File: src/rtl/riscv_pkg.sv
// Shared RISC-V constants and the fetch state encoding.
// FETCH_MISALIGN_TRAP_EN adds the HALT state used by the misaligned-target trap.
package riscv_pkg;

  localparam logic [6:0] OP_BRANCH = 7'b1100011;
  localparam logic [6:0] OP_JAL    = 7'b1101111;
  localparam logic [6:0] OP_JALR   = 7'b1100111;
  localparam logic [6:0] OP_IMM    = 7'b0010011;

  localparam logic [2:0] F3_BEQ = 3'b000;
  localparam logic [2:0] F3_BNE = 3'b001;

  // ADDI x0,x0,0
  localparam logic [31:0] NOP_WORD = 32'h0000_0013;

  typedef enum logic [1:0] {
    S_RESET = 2'd0,
    S_REQ   = 2'd1,
`ifdef FETCH_MISALIGN_TRAP_EN
    S_ISSUE = 2'd2,
    S_HALT  = 2'd3
`else
    S_ISSUE = 2'd2
`endif
  } fetch_state_t;

endpackage

File: src/rtl/fetch_pc_unit_if.sv
// Fetch-side bus: instruction memory port, instruction issue port and the
// decoder/ALU results fed back for next-PC selection.
//
// Handshakes: a transfer happens on a rising edge where both sides are high
// (imem_req & imem_ready, instr_valid & instr_ready). The initiator holds its
// request and payload stable until that edge and never drops it early; the
// responder may hold its ready low for any number of cycles.
interface fetch_pc_unit_if;
  logic        imem_req;
  logic [31:0] imem_addr;
  logic        imem_ready;
  logic [31:0] imem_rdata;
  logic [31:0] instr;
  logic        instr_valid;
  logic        instr_ready;
  logic [31:0] pc;
  logic [31:0] pc_plus4;
  logic        branch;
  logic        jump;
  logic        jalr;
  logic [2:0]  funct3;
  logic        zero;
  logic [31:0] imm;
  logic [31:0] alu_result;

  // Fetch unit side
  modport master (
    output imem_req, imem_addr, instr, instr_valid, pc, pc_plus4,
    input  imem_ready, imem_rdata, instr_ready,
    input  branch, jump, jalr, funct3, zero, imm, alu_result
  );

  // Memory / decoder / datapath side
  modport slave (
    input  imem_req, imem_addr, instr, instr_valid, pc, pc_plus4,
    output imem_ready, imem_rdata, instr_ready,
    output branch, jump, jalr, funct3, zero, imm, alu_result
  );
endinterface

File: src/rtl/next_pc_sel.sv
// Combinational next-PC selection: jalr > jump > taken branch > pc + 4.
module next_pc_sel
  import riscv_pkg::*;
(
  input  logic [31:0] pc,
  input  logic        branch,
  input  logic        jump,
  input  logic        jalr,
  input  logic [2:0]  funct3,
  input  logic        zero,
  input  logic [31:0] imm,
  input  logic [31:0] alu_result,
  output logic [31:0] next_pc,
  output logic        taken
);

  // Branch condition and prioritised target mux; all adds wrap modulo 2^32.
  always_comb begin
    taken = 1'b0;
    if (branch) begin
      if (funct3 == F3_BEQ)      taken = zero;
      else if (funct3 == F3_BNE) taken = ~zero;
      else                       taken = 1'b0;
    end

    next_pc = pc + 32'd4;
    if (jalr)                next_pc = alu_result & ~32'h1;
    else if (jump || taken)  next_pc = pc + imm;
  end

endmodule

File: src/rtl/fetch_pc_unit.sv
// Instruction fetch and program counter. Fetches one word per REQ/ISSUE pass
// and picks the next PC when the datapath accepts the held instruction.
// Optional: FETCH_MISALIGN_TRAP_EN halts on a target with pc[1:0] != 0.
module fetch_pc_unit
  import riscv_pkg::*;
#(
  parameter logic [31:0] RESET_PC  = 32'h0000_0000,
  parameter logic [31:0] NOP_INSTR = NOP_WORD
) (
  input  logic                 clk,
  input  logic                 rst,
  fetch_pc_unit_if.master      bus,
`ifdef FETCH_MISALIGN_TRAP_EN
  output logic                 misalign_fault,
`endif
  output fetch_state_t         state_dbg
);

  fetch_state_t state_q;
  logic [31:0]  pc_q;
  logic [31:0]  instr_q;
  logic         instr_valid_q;
  logic         imem_req_q;
  logic [31:0]  next_pc;
  logic         taken;
  logic         accept;

  assign accept = instr_valid_q & bus.instr_ready;

  next_pc_sel u_next_pc_sel (
    .pc         (pc_q),
    .branch     (bus.branch),
    .jump       (bus.jump),
    .jalr       (bus.jalr),
    .funct3     (bus.funct3),
    .zero       (bus.zero),
    .imm        (bus.imm),
    .alu_result (bus.alu_result),
    .next_pc    (next_pc),
    .taken      (taken)
  );

`ifdef FETCH_MISALIGN_TRAP_EN
  logic fault_q;
  assign misalign_fault = fault_q;
`endif

  // Fetch FSM; every output is a register so the handshakes are glitch-free.
  always_ff @(posedge clk) begin
    if (rst) begin
      state_q       <= S_RESET;
      pc_q          <= RESET_PC;
      instr_q       <= NOP_INSTR;
      instr_valid_q <= 1'b0;
      imem_req_q    <= 1'b0;
`ifdef FETCH_MISALIGN_TRAP_EN
      fault_q       <= 1'b0;
`endif
    end else begin
      case (state_q)
        S_RESET: begin
          imem_req_q <= 1'b1;
          state_q    <= S_REQ;
        end
        S_REQ: begin
          if (bus.imem_ready) begin
            instr_q       <= bus.imem_rdata;
            instr_valid_q <= 1'b1;
            imem_req_q    <= 1'b0;
            state_q       <= S_ISSUE;
          end
        end
        S_ISSUE: begin
          if (accept) begin
            pc_q          <= next_pc;
            instr_q       <= NOP_INSTR;
            instr_valid_q <= 1'b0;
`ifdef FETCH_MISALIGN_TRAP_EN
            if (next_pc[1:0] != 2'b00) begin
              fault_q    <= 1'b1;
              imem_req_q <= 1'b0;
              state_q    <= S_HALT;
            end else begin
              imem_req_q <= 1'b1;
              state_q    <= S_REQ;
            end
`else
            imem_req_q    <= 1'b1;
            state_q       <= S_REQ;
`endif
          end
        end
`ifdef FETCH_MISALIGN_TRAP_EN
        S_HALT: begin
          // Only rst leaves HALT.
          imem_req_q    <= 1'b0;
          instr_valid_q <= 1'b0;
        end
`endif
        default: state_q <= S_RESET;
      endcase
    end
  end

  assign bus.imem_req    = imem_req_q;
  assign bus.imem_addr   = pc_q;
  assign bus.instr       = instr_q;
  assign bus.instr_valid = instr_valid_q;
  assign bus.pc          = pc_q;
  assign bus.pc_plus4    = pc_q + 32'd4;
  assign state_dbg       = state_q;

endmodule

File: src/flat_wrapper.sv
// flat-port wrapper written by rule: the top's interface ports become plain ports
module fetch_pc_unit_flat import riscv_pkg::*;
#(
  parameter logic [31:0] RESET_PC  = 32'h0000_0000,
  parameter logic [31:0] NOP_INSTR = NOP_WORD
)
  (clk, rst, state_dbg, bus_imem_req, bus_imem_addr, bus_instr, bus_instr_valid, bus_pc, bus_pc_plus4, bus_imem_ready, bus_imem_rdata, bus_instr_ready, bus_branch, bus_jump, bus_jalr, bus_funct3, bus_zero, bus_imm, bus_alu_result);
  fetch_pc_unit_if bus_i ();
  input  logic clk;
  input  logic rst;
  output fetch_state_t state_dbg;
  output wire logic [$bits(bus_i.imem_req)-1:0] bus_imem_req;
  output wire logic [$bits(bus_i.imem_addr)-1:0] bus_imem_addr;
  output wire logic [$bits(bus_i.instr)-1:0] bus_instr;
  output wire logic [$bits(bus_i.instr_valid)-1:0] bus_instr_valid;
  output wire logic [$bits(bus_i.pc)-1:0] bus_pc;
  output wire logic [$bits(bus_i.pc_plus4)-1:0] bus_pc_plus4;
  input wire logic [$bits(bus_i.imem_ready)-1:0] bus_imem_ready;
  input wire logic [$bits(bus_i.imem_rdata)-1:0] bus_imem_rdata;
  input wire logic [$bits(bus_i.instr_ready)-1:0] bus_instr_ready;
  input wire logic [$bits(bus_i.branch)-1:0] bus_branch;
  input wire logic [$bits(bus_i.jump)-1:0] bus_jump;
  input wire logic [$bits(bus_i.jalr)-1:0] bus_jalr;
  input wire logic [$bits(bus_i.funct3)-1:0] bus_funct3;
  input wire logic [$bits(bus_i.zero)-1:0] bus_zero;
  input wire logic [$bits(bus_i.imm)-1:0] bus_imm;
  input wire logic [$bits(bus_i.alu_result)-1:0] bus_alu_result;
  assign bus_imem_req = bus_i.imem_req;
  assign bus_imem_addr = bus_i.imem_addr;
  assign bus_instr = bus_i.instr;
  assign bus_instr_valid = bus_i.instr_valid;
  assign bus_pc = bus_i.pc;
  assign bus_pc_plus4 = bus_i.pc_plus4;
  assign bus_i.imem_ready = bus_imem_ready;
  assign bus_i.imem_rdata = bus_imem_rdata;
  assign bus_i.instr_ready = bus_instr_ready;
  assign bus_i.branch = bus_branch;
  assign bus_i.jump = bus_jump;
  assign bus_i.jalr = bus_jalr;
  assign bus_i.funct3 = bus_funct3;
  assign bus_i.zero = bus_zero;
  assign bus_i.imm = bus_imm;
  assign bus_i.alu_result = bus_alu_result;
  fetch_pc_unit #(.RESET_PC(RESET_PC), .NOP_INSTR(NOP_INSTR)) u_core (.clk(clk), .rst(rst), .bus(bus_i), .state_dbg(state_dbg));
endmodule
File: config.mk
export PLATFORM = sky130hd
export DESIGN_NAME = fetch_pc_unit_flat
export DESIGN_NICKNAME = d
export VERILOG_FILES = /design/src/rtl/riscv_pkg.sv /design/src/rtl/fetch_pc_unit_if.sv /design/src/rtl/next_pc_sel.sv /design/src/rtl/fetch_pc_unit.sv /design/src/flat_wrapper.sv
export SDC_FILE = /design/constraint.sdc
export NUM_CORES = 1
export LEC_CHECK = 0
export ABC_AREA = 1
export CAP_MARGIN = 20
export CELL_PAD_IN_SITES_DETAIL_PLACEMENT = 0
export CELL_PAD_IN_SITES_GLOBAL_PLACEMENT = 1
export CORE_ASPECT_RATIO = 1.1
export CORE_MARGIN = 3
export CORE_UTILIZATION = 25
export CTS_BUF_LIST = sky130_fd_sc_hd__clkbuf_8
export DETAILED_ROUTE_END_ITERATION = 10
export PLACE_DENSITY = 0.8
export SKIP_CTS_REPAIR_TIMING = 1
export SLEW_MARGIN = 20
export SYNTH_ARGS = -nofsm -noshare
export SYNTH_HDL_FRONTEND = slang
export SYNTH_HIERARCHICAL = 1
export SYNTH_SLANG_ARGS = --single-unit
File: constraint.sdc
create_clock -name clk -period 2.8 [get_ports clk]
set_input_delay 0.84 -clock clk [delete_from_list [all_inputs] [get_ports clk]]
set_output_delay 0.84 -clock clk [all_outputs]
set_load 0.01 [all_outputs]
### Yosys cells after proc, flatten, opt, wreduce, memory -nomap -nowiden

Index checks and enable logic that the tools add are counted.

* output and inout port bits: 132
* bits of input ports: 107
* register bits: 68

* muxes and demuxes: 17
* bitwise gates (word level): 2
* equality and inequality tests: 5
* $add $sub $neg: 2
* reduce and logical (&&, ||, !) cells: 9

Operators by type and width (number)
* 32-bit 2-to-1 mux: 4
* 32-bit one-hot mux with 2 select lines: 1
* 32-bit by 3-bit adder with 32-bit output, second input constant: 1
* 32-bit adder: 1
* 1-bit 2-to-1 mux: 7
* 2-bit one-hot mux with 3 select lines: 1
* 3-bit AND reduction: 2
* 2-bit 2-to-1 mux: 2
* 2-bit AND reduction: 2
* 3-bit by 1-bit == test with 1-bit output, second input constant: 1
* 3-bit logical NOT: 1
* 1-bit one-hot mux with 3 select lines: 1
* 3-bit nonzero test: 1
* 2-bit by 1-bit == test with 1-bit output, second input constant: 1
* 2-bit == test, second input constant: 1
* 2-bit logical NOT: 1
* 2-bit by 1-bit != test with 1-bit output, second input constant: 1
* 2-bit != test, second input constant: 1
* 1-bit one-hot mux with 2 select lines: 1
* 2-bit nonzero test: 1
* 1-bit bitwise AND: 1
* 1-bit logical OR: 1
* 1-bit inverter: 1

### Logic depth before layout (Yosys ltp)

Gate-level depths: netlist of run 1.

* depth in word-level cells: 7
* mapped depth: 17

### Modules after synthesis

The synthesis of run 1 kept the hierarchy.

By module, submodules not included
* next_pc_sel: seq. area each 0.0 um^2, instances 1, area an instance 3697.3 um^2, cells each 750
* fetch_pc_unit: seq. area each 1361.3 um^2, instances 1, area an instance 3408.3 um^2, cells each 511

### Least setup slack after synthesis of run 1

Ideal clock, no wire load.

* path kind: input to register
* start: input port bus_imm[0]
* end: register u_core.pc_q[30] (netlist: u_core/bus.imem_addr[30])
* slack: 294 ps
* data arrival time: 2378 ps
* library setup time: 128 ps
* stages on the path: 16
* path buffers: 0
* required time: 2672 ps
* cells stage by stage: ha_1 > fa_1 > nand2_1 > nand2_1 > nand3b_1 > nand2_1 > nand2_1 > nand2_1 > nand2_1 > nand3_1 > nand3_1 > nand2_1 > nand2_1 > nand2_1 > o21ai_0 > a21oi_1

* word-level cells in the longest chain between the ends: 3

RTL lines
* start: declaration: RTL line flat_wrapper.sv:26 `input wire logic [$bits(bus_i.imm)-1:0] bus_imm;`
* 32-bit adder: RTL line next_pc_sel.sv:28 `else if (jump || taken) next_pc = pc + imm;`
* 32-bit 2-to-1 mux: RTL line next_pc_sel.sv:28
* 32-bit 2-to-1 mux: RTL line next_pc_sel.sv:27 `if (jalr) next_pc = alu_result & ~32'h1;`
* via u_core.next_pc[30]: RTL line fetch_pc_unit.sv:24 `logic [31:0] next_pc;`
* end signal: assignment: RTL line fetch_pc_unit.sv:75 `pc_q <= next_pc;`
* end: declaration: RTL line fetch_pc_unit.sv:20 `logic [31:0] pc_q;`

The timed path passes the listed nets, and every way through them passes these cells.
A chain may end at the register's enable or synchronous reset.

### Final worst setup path of run 1

* start: input port bus_imm[11]
* end: register u_core.pc_q[27] (netlist: u_core/bus.imem_addr[27])

Same word-level chain as after synthesis.

==> results of run 1 <==
critical path: stages:
cell and delay (ns):
clkdlybuf4s50_1 0.48, ha_4 0.33, nand2_2 0.09, nor2_1 0.21
buf_4 0.16, and3_1 0.15, nand2_1 0.06, nand3b_1 0.09
nand3_1 0.14, a21oi_2 0.17, o21ai_0 0.10, a21oi_1 0.14
state kept, by name, indices dropped and copies added, names as in the netlist:
signal,cells
u_core/state_dbg,2
u_core/bus.instr_valid,1
u_core/bus.imem_addr,32
u_core/bus.imem_req,1
u_core/bus.instr,32
layout make-up:
class | instances | area share [%]
multi-input cells | 992 | 46.9
repair buffers | 362 | 30.0
flip-flops and latches | 68 | 12.5
inverters | 136 | 4.49
well taps | 363 | 3.99
clock buffers | 9 | 1.09
clock inverters | 7 | 1.09
logic make-up (layout without fill, tap and decap cells):
kind of cell / after synthesis / in the layout
AOI/OAI and AO/OA: 177 / 177
adders and majority gates: 34 / 34
buffers and inverters: 201 / 514
DFF: 68 / 68
and+or+nand+nor: 744 / 744
xor gates and xnor gates: 37 / 37
power groups by stage:
stage,sequential [mW],combinational [mW],clock [mW]
2_1_floorplan,1.06,0.292,0
3_3_place_gp,1.04,0.707,0
3_5_place_dp,1.05,0.710,0
4_1_cts,1.02,0.714,1.05
5_1_grt,1.02,0.813,1.10
6_report,1.01,0.746,1.02
routing by layer:
metal	track usage, %	vias up	share of wire [%]
met1	23.4	4065	43
met5	0	-	0
li1	-	4583	-
met3	4.83	29	7.0
met4	3.27	0	1.4
met2	33.6	298	49
layout by cell type (no fill, tap or decap), types with 4 or more instances in the layout:
cell type / instances
ha_4: 19
nand2_2: 31
ha_1: 13
nor2_1: 151
nand4_1: 6
o21ai_0: 43
nand3b_1: 19
nand3_1: 57
a21oi_2: 15
dfxtp_1: 46
dfxtp_2: 10
nand2_1: 399
nor2_4: 10
nor3_1: 8
nand3_2: 6
o21ai_1: 4
inv_1: 132
or2_2: 5
a31oi_1: 7
nor2_2: 33
buf_4: 122
a21oi_1: 97
clkdlybuf4s50_1: 210
dlymetal6s2s_1: 26
xnor2_1: 12
dfxtp_4: 12
clkbuf_8: 9
nor3_2: 9
o21bai_1: 5
xor2_1: 25
inv_2: 4
stage by stage:
stage / instance area (um2) / util [%] / std cells / hold WS [ns] / setup TNS, ns
2_1_floorplan: 7110 / - / 1261 / 0.483 / 0
3_3_place_gp: 10500 / 37.5 / 1914 / 0.446 / -6.97
3_5_place_dp: 10500 / 37.5 / 1914 / 0.454 / -8.02
4_1_cts: 10700 / 38.4 / 1930 / 0.466 / -5.99
5_1_grt: 11400 / 40.8 / 1937 / 0.484 / -0.0326
6_report: 11400 / 40.8 / 1937 / 0.462 / 0
path summary, 6_finish.rpt:
path | cells past startpoint | endpoint | slack [ns] | start
hold / removal | 2 | u_core/bus.instr[7]$_SDFFE_PP0P_ | 0.46 | u_core/bus.instr[7]$_SDFFE_PP0P_
setup reg to reg | 14 | u_core/bus.imem_addr[20]$_SDFFE_PP0P_ | 0.49 | u_core/bus.imem_addr[0]$_SDFFE_PP0P_
hold reg to reg | 2 | u_core/bus.instr[7]$_SDFFE_PP0P_ | 0.46 | u_core/bus.instr[7]$_SDFFE_PP0P_
setup / recovery | 12 | u_core/bus.imem_addr[27]$_SDFFE_PP0P_ | 0.11 | bus_imm[11]
==> impl_metrics.py, run 1 <==
metrics = {
    "floorplan": {
        "start_util_pct": 25.5,
        "dieArea_um2": 30500,
        "std_cell_rows": 64,
        "core-area_um2": 27900,
        "die-width_um": 167,
        "boundaryPins": 239,
        "fp.dieH_um": 183,
    },
    "final_layout": {
        "multi_input_area_um2": 5330,
        "fillers": 3063,
        "antennaDiodeCount": 0,
        "area_delta_synth_final_pct": 60.1,
        "regArea_um2": 1420,
        "drive_gt1_share_pct": 19.3,
        "num-nets-final": 1710,
    },
    "power": {
        "p_per_area_nw_per_um2": 245,
        "p_switching_uw": 812,
        "finalPower_mw": 2.78,
        "pwr-share-comb_pct": 26.8,
        "internal-power_mw": 1.97,
        "power_frac_clock_pct": 36.8,
        "ir_drop_mv": 0.323,
        "switching_share_pct": 29.2,
        "pwr-share-seq_pct": 36.4,
        "leakage_nw": 5.35,
    },
    "logic_synthesis": {
        "ys_top_cells_by_area": "nand2_1, dfxtp_1, nor2_1",
        "synth_top_area_share_pct": 22.3,
        "ys_types": 40,
        "async_reset_ff_share_pct": 0,
        "synth_top_family_by_area": "simple AND/OR/NAND/NOR gates",
        "synth_compound_area_share_pct": 13.2,
        "synth-adder-area-share_pct": 6.09,
        "syn_area_per_cell_um2": 5.63,
        "muxShareOfSynthArea_pct": 0,
        "syn-num-nets": 1402,
        "yosys.area_share.xor_xnor_pct": 4.56,
        "yosysTopAreaCell": "nand2_1",
        "synthSimpleGateAreaFrac_pct": 44.2,
        "seq_area_frac_synth_pct": 19.2,
        "synth_top_cells_by_count": "nand2_1, nor2_1, inv_1, a21oi_1, dfxtp_1",
        "mappedNetlistArea_um2": 7110,
        "synth_most_common_cell": "nand2_1",
        "synthCells": 1261,
        "synthFlopType": "dfxtp_1",
        "yosysWarnings": 6,
        "synth_edf_count": 0,
        "synth_seq_cells": 68,
    },
    "critical_path": {
        "cp-start-kind": "primary input",
        "worstSetupEndpointType": "flip-flop",
        "critPathKind": "in -> reg",
        "cp.required_ns": 3.08,
        "critPathMaxFanout": 4,
        "cp.arrival_ns": 2.96,
    },
    "routing": {
        "drtPass1Iterations": 7,
        "drt_wl_total_um": 30100,
        "vias": 8975,
        "drc": 0,
        "vias_per_cell": 4.63,
        "drtIter0Drc": 681,
        "drt-wirelength-per-cell_um": 15.5,
        "postRouteAntennaNets": 0,
    },
    "clock_network": {
        "clockBufferDepth": 2,
        "htreeDepth": 3,
        "cts_buffers": 9,
        "insertion_delay_ns": 0.36,
        "cts_root_buf": "clkbuf_8",
        "cts.sinks": 68,
        "cts.clk_slew.worst_paths_ns": 0.08,
        "cts_tree": "done",
    },
    "timing": {
        "hold_viol": 0,
        "fin_crit_sh_pct": 95.9,
        "tightest_slew_ns": 0.502,
        "max_freq_mhz": 372,
        "max-slew-margin-rel_pct": 66.5,
        "fin_skew_ns": 0.0149,
        "slew_viol_final": 0,
        "setup_viol": 0,
        "post-route-min-period_ns": 2.69,
        "setup_ws_ns": 0.114,
    },
    "placed_design": {
        "dp_hpwl_um": 24300,
        "portBuffers": 237,
        "dp_slack_ns": -0.472,
        "place_congestion": 0.935,
    },
    "run": {
        "maxCapViolations": 0,
    },
    "run_status": {
        "status": "complete, no violations",
    },
    "global_route": {
        "gr-total-overflow": 0,
        "antenna_found_initial": 0,
        "grt_max_degree": 44,
        "grt_pass1_wl_um": 46200,
        "grt.total_usage_pct": 18.9,
        "grt_pass1_vias": 8577,
    },
    "min_path": {
        "holdCritPathClass": "reg -> reg",
    },
}
No activity file was read; power rests on OpenSTA's default activity.
==> run 2: changes to the inputs <==
--- a/config.mk
+++ b/config.mk
@@ -12,7 +12,6 @@
 export CORE_ASPECT_RATIO = 1.1
 export CORE_MARGIN = 3
 export CORE_UTILIZATION = 25
-export CTS_BUF_LIST = sky130_fd_sc_hd__clkbuf_8
 export DETAILED_ROUTE_END_ITERATION = 10
 export PLACE_DENSITY = 0.8
 export SKIP_CTS_REPAIR_TIMING = 1
==> impl_metrics.py, run 2 (same netlist as run 1, synthesis figures left out) <==
metrics = {
    "clock_network": {
        "cts.clk_slew.worst_paths_ns": 0.06,
        "clockBufferDepth": 2,
        "cts_root_buf": "clkbuf_16",
        "insertion_delay_ns": 0.34,
        "cts_tree": "done",
        "cts.sinks": 68,
        "htreeDepth": 3,
        "cts_buffers": 9,
    },
    "min_path": {
        "min_from": "u_core/bus.instr[7]$_SDFFE_PP0P_",
        "holdCritPathClass": "reg -> reg",
    },
    "final_layout": {
        "antennaDiodeCount": 0,
        "num-nets-final": 1711,
        "final_common_cell": "nand2_1",
        "final_cell_mix": "nand2_1, clkdlybuf4s50_1, nor2_1, inv_1, buf_4",
        "drive_gt1_share_pct": 19.2,
        "post-route-util_pct": 41.5,
        "fillers": 3021,
        "area_delta_synth_final_pct": 62.9,
    },
    "routing": {
        "vias": 8965,
        "postRouteAntennaNets": 0,
        "drt-wirelength-per-cell_um": 15.6,
        "drtIter0Drc": 569,
        "drc": 0,
        "vias_per_cell": 4.63,
        "drtPass1Iterations": 8,
        "drt_wl_total_um": 30300,
    },
    "power": {
        "pwr-share-comb_pct": 24.1,
        "internal-power_mw": 2.26,
        "switching_share_pct": 27.6,
        "pwr-share-seq_pct": 32.7,
        "leakage_nw": 5.45,
        "p_per_area_nw_per_um2": 270,
        "ir_drop_mv": 0.311,
        "p_switching_uw": 862,
        "power_frac_clock_pct": 43.2,
    },
    "placed_design": {
        "dp_slack_ns": -0.472,
        "portBuffers": 237,
        "dp_hpwl_um": 24300,
        "place_congestion": 0.935,
    },
    "critical_path": {
        "cp.arrival_ns": 2.96,
        "critPathKind": "in -> reg",
        "cp-start-kind": "primary input",
        "reg2reg_slack_ns": 0.51,
        "critPathLaunch": "bus_imm[4]",
        "cp.required_ns": 3.07,
        "timing.rr.start": "u_core/bus.imem_addr[0]$_SDFFE_PP0P_",
        "critPathMaxFanout": 4,
        "worstSetupEndpointType": "flip-flop",
    },
    "floorplan": {
        "dieArea_um2": 30500,
        "fp.dieH_um": 183,
        "core-area_um2": 27900,
        "boundaryPins": 239,
        "std_cell_rows": 64,
        "die-width_um": 167,
        "start_util_pct": 25.5,
    },
    "timing": {
        "post-route-min-period_ns": 2.69,
        "setup_ws_ns": 0.108,
        "tightest_slew_ns": 0.500,
        "fin_crit_sh_pct": 96.1,
        "hold_viol": 0,
        "slew_viol_final": 0,
        "setup_viol": 0,
        "setup_tns_ns": 0,
        "fin_skew_ns": 0.00905,
        "max_freq_mhz": 371,
        "max-slew-margin-rel_pct": 66.6,
    },
    "global_route": {
        "gr-total-overflow": 0,
        "grt_pass1_wl_um": 46400,
        "antenna_found_initial": 0,
        "grt_max_degree": 44,
        "grt_pass1_vias": 8594,
        "grt.total_usage_pct": 19.0,
    },
    "run_status": {
        "status": "complete, no violations",
    },
    "run": {
        "maxCapViolations": 0,
    },
}
run 2: final timing paths:
kind | cells after the start | end
hold / removal | 2 | u_core/bus.instr[7]$_SDFFE_PP0P_
setup / recovery | 14 | u_core/bus.imem_addr[19]$_SDFFE_PP0P_
hold reg to reg | 2 | u_core/bus.instr[7]$_SDFFE_PP0P_
setup reg to reg | 14 | u_core/bus.imem_addr[28]$_SDFFE_PP0P_
run 2: power by group through the flow:
stage / Clock, mW / Sequential (mW) / Combinational [mW]
after floorplan: 0 / 1.06 / 0.292
after global placement: 0 / 1.04 / 0.707
after detailed placement: 0 / 1.05 / 0.710
after CTS: 1.39 / 1.02 / 0.714
after global routing: 1.43 / 1.02 / 0.821
final: 1.35 / 1.02 / 0.754
run 2: final cells by class:
| cell class | count | area [um2] | share of cell area (%) |
|---|---|---|---|
| Clock buffer | 9 | 225 | 1.95 |
| Clock inverter | 7 | 124 | 1.07 |
| Inverter | 136 | 510 | 4.41 |
| Multi-Input combinational cell | 992 | 5420 | 46.8 |
| Sequential cell | 68 | 1400 | 12.1 |
| Tap cell | 363 | 454 | 3.92 |
| Timing Repair Buffer | 363 | 3440 | 29.7 |
run 2: metal layers:
layer,GRT usage [%],wire length [um],vias to the layer above
li1,-,-,4587
met1,23.3,13000,4061
met2,33.8,14900,287
met3,4.83,2050,30
met4,3.66,418,0
met5,0,0,-
run 2: critical path: stages:
cell             delay, ns
clkdlybuf4s50_1       0.48
ha_4                  0.32
nand2_1               0.07
nor2_1                0.10
nand3_1               0.07
nand2_1               0.13
nand2_1               0.08
nand2_2               0.11
nand3_1               0.09
nand3_1               0.09
nand3_1               0.11
a21oi_2               0.19
o21ai_0               0.13
a21oi_1               0.14
run 2: stage by stage:
step	cell area [um2]	cells	total power [mW]	hold slack (ns)
after global placement	10500	1914	1.75	0.446
after floorplan	7110	1261	1.35	0.483
after CTS	10800	1930	3.13	0.462
final	11600	1938	3.12	0.459
after detailed placement	10500	1914	1.76	0.454
after global routing	11600	1938	3.27	0.480
==> run 3: changes to the inputs <==
--- a/config.mk
+++ b/config.mk
@@ -12,6 +12,7 @@
 export CORE_ASPECT_RATIO = 1.1
 export CORE_MARGIN = 3
 export CORE_UTILIZATION = 25
+export CTS_CLUSTER_DIAMETER = 30
 export DETAILED_ROUTE_END_ITERATION = 10
 export PLACE_DENSITY = 0.8
 export SKIP_CTS_REPAIR_TIMING = 1
==> results of run 3 <==
Final layout, timing and power as in run 2 (identical DEF).
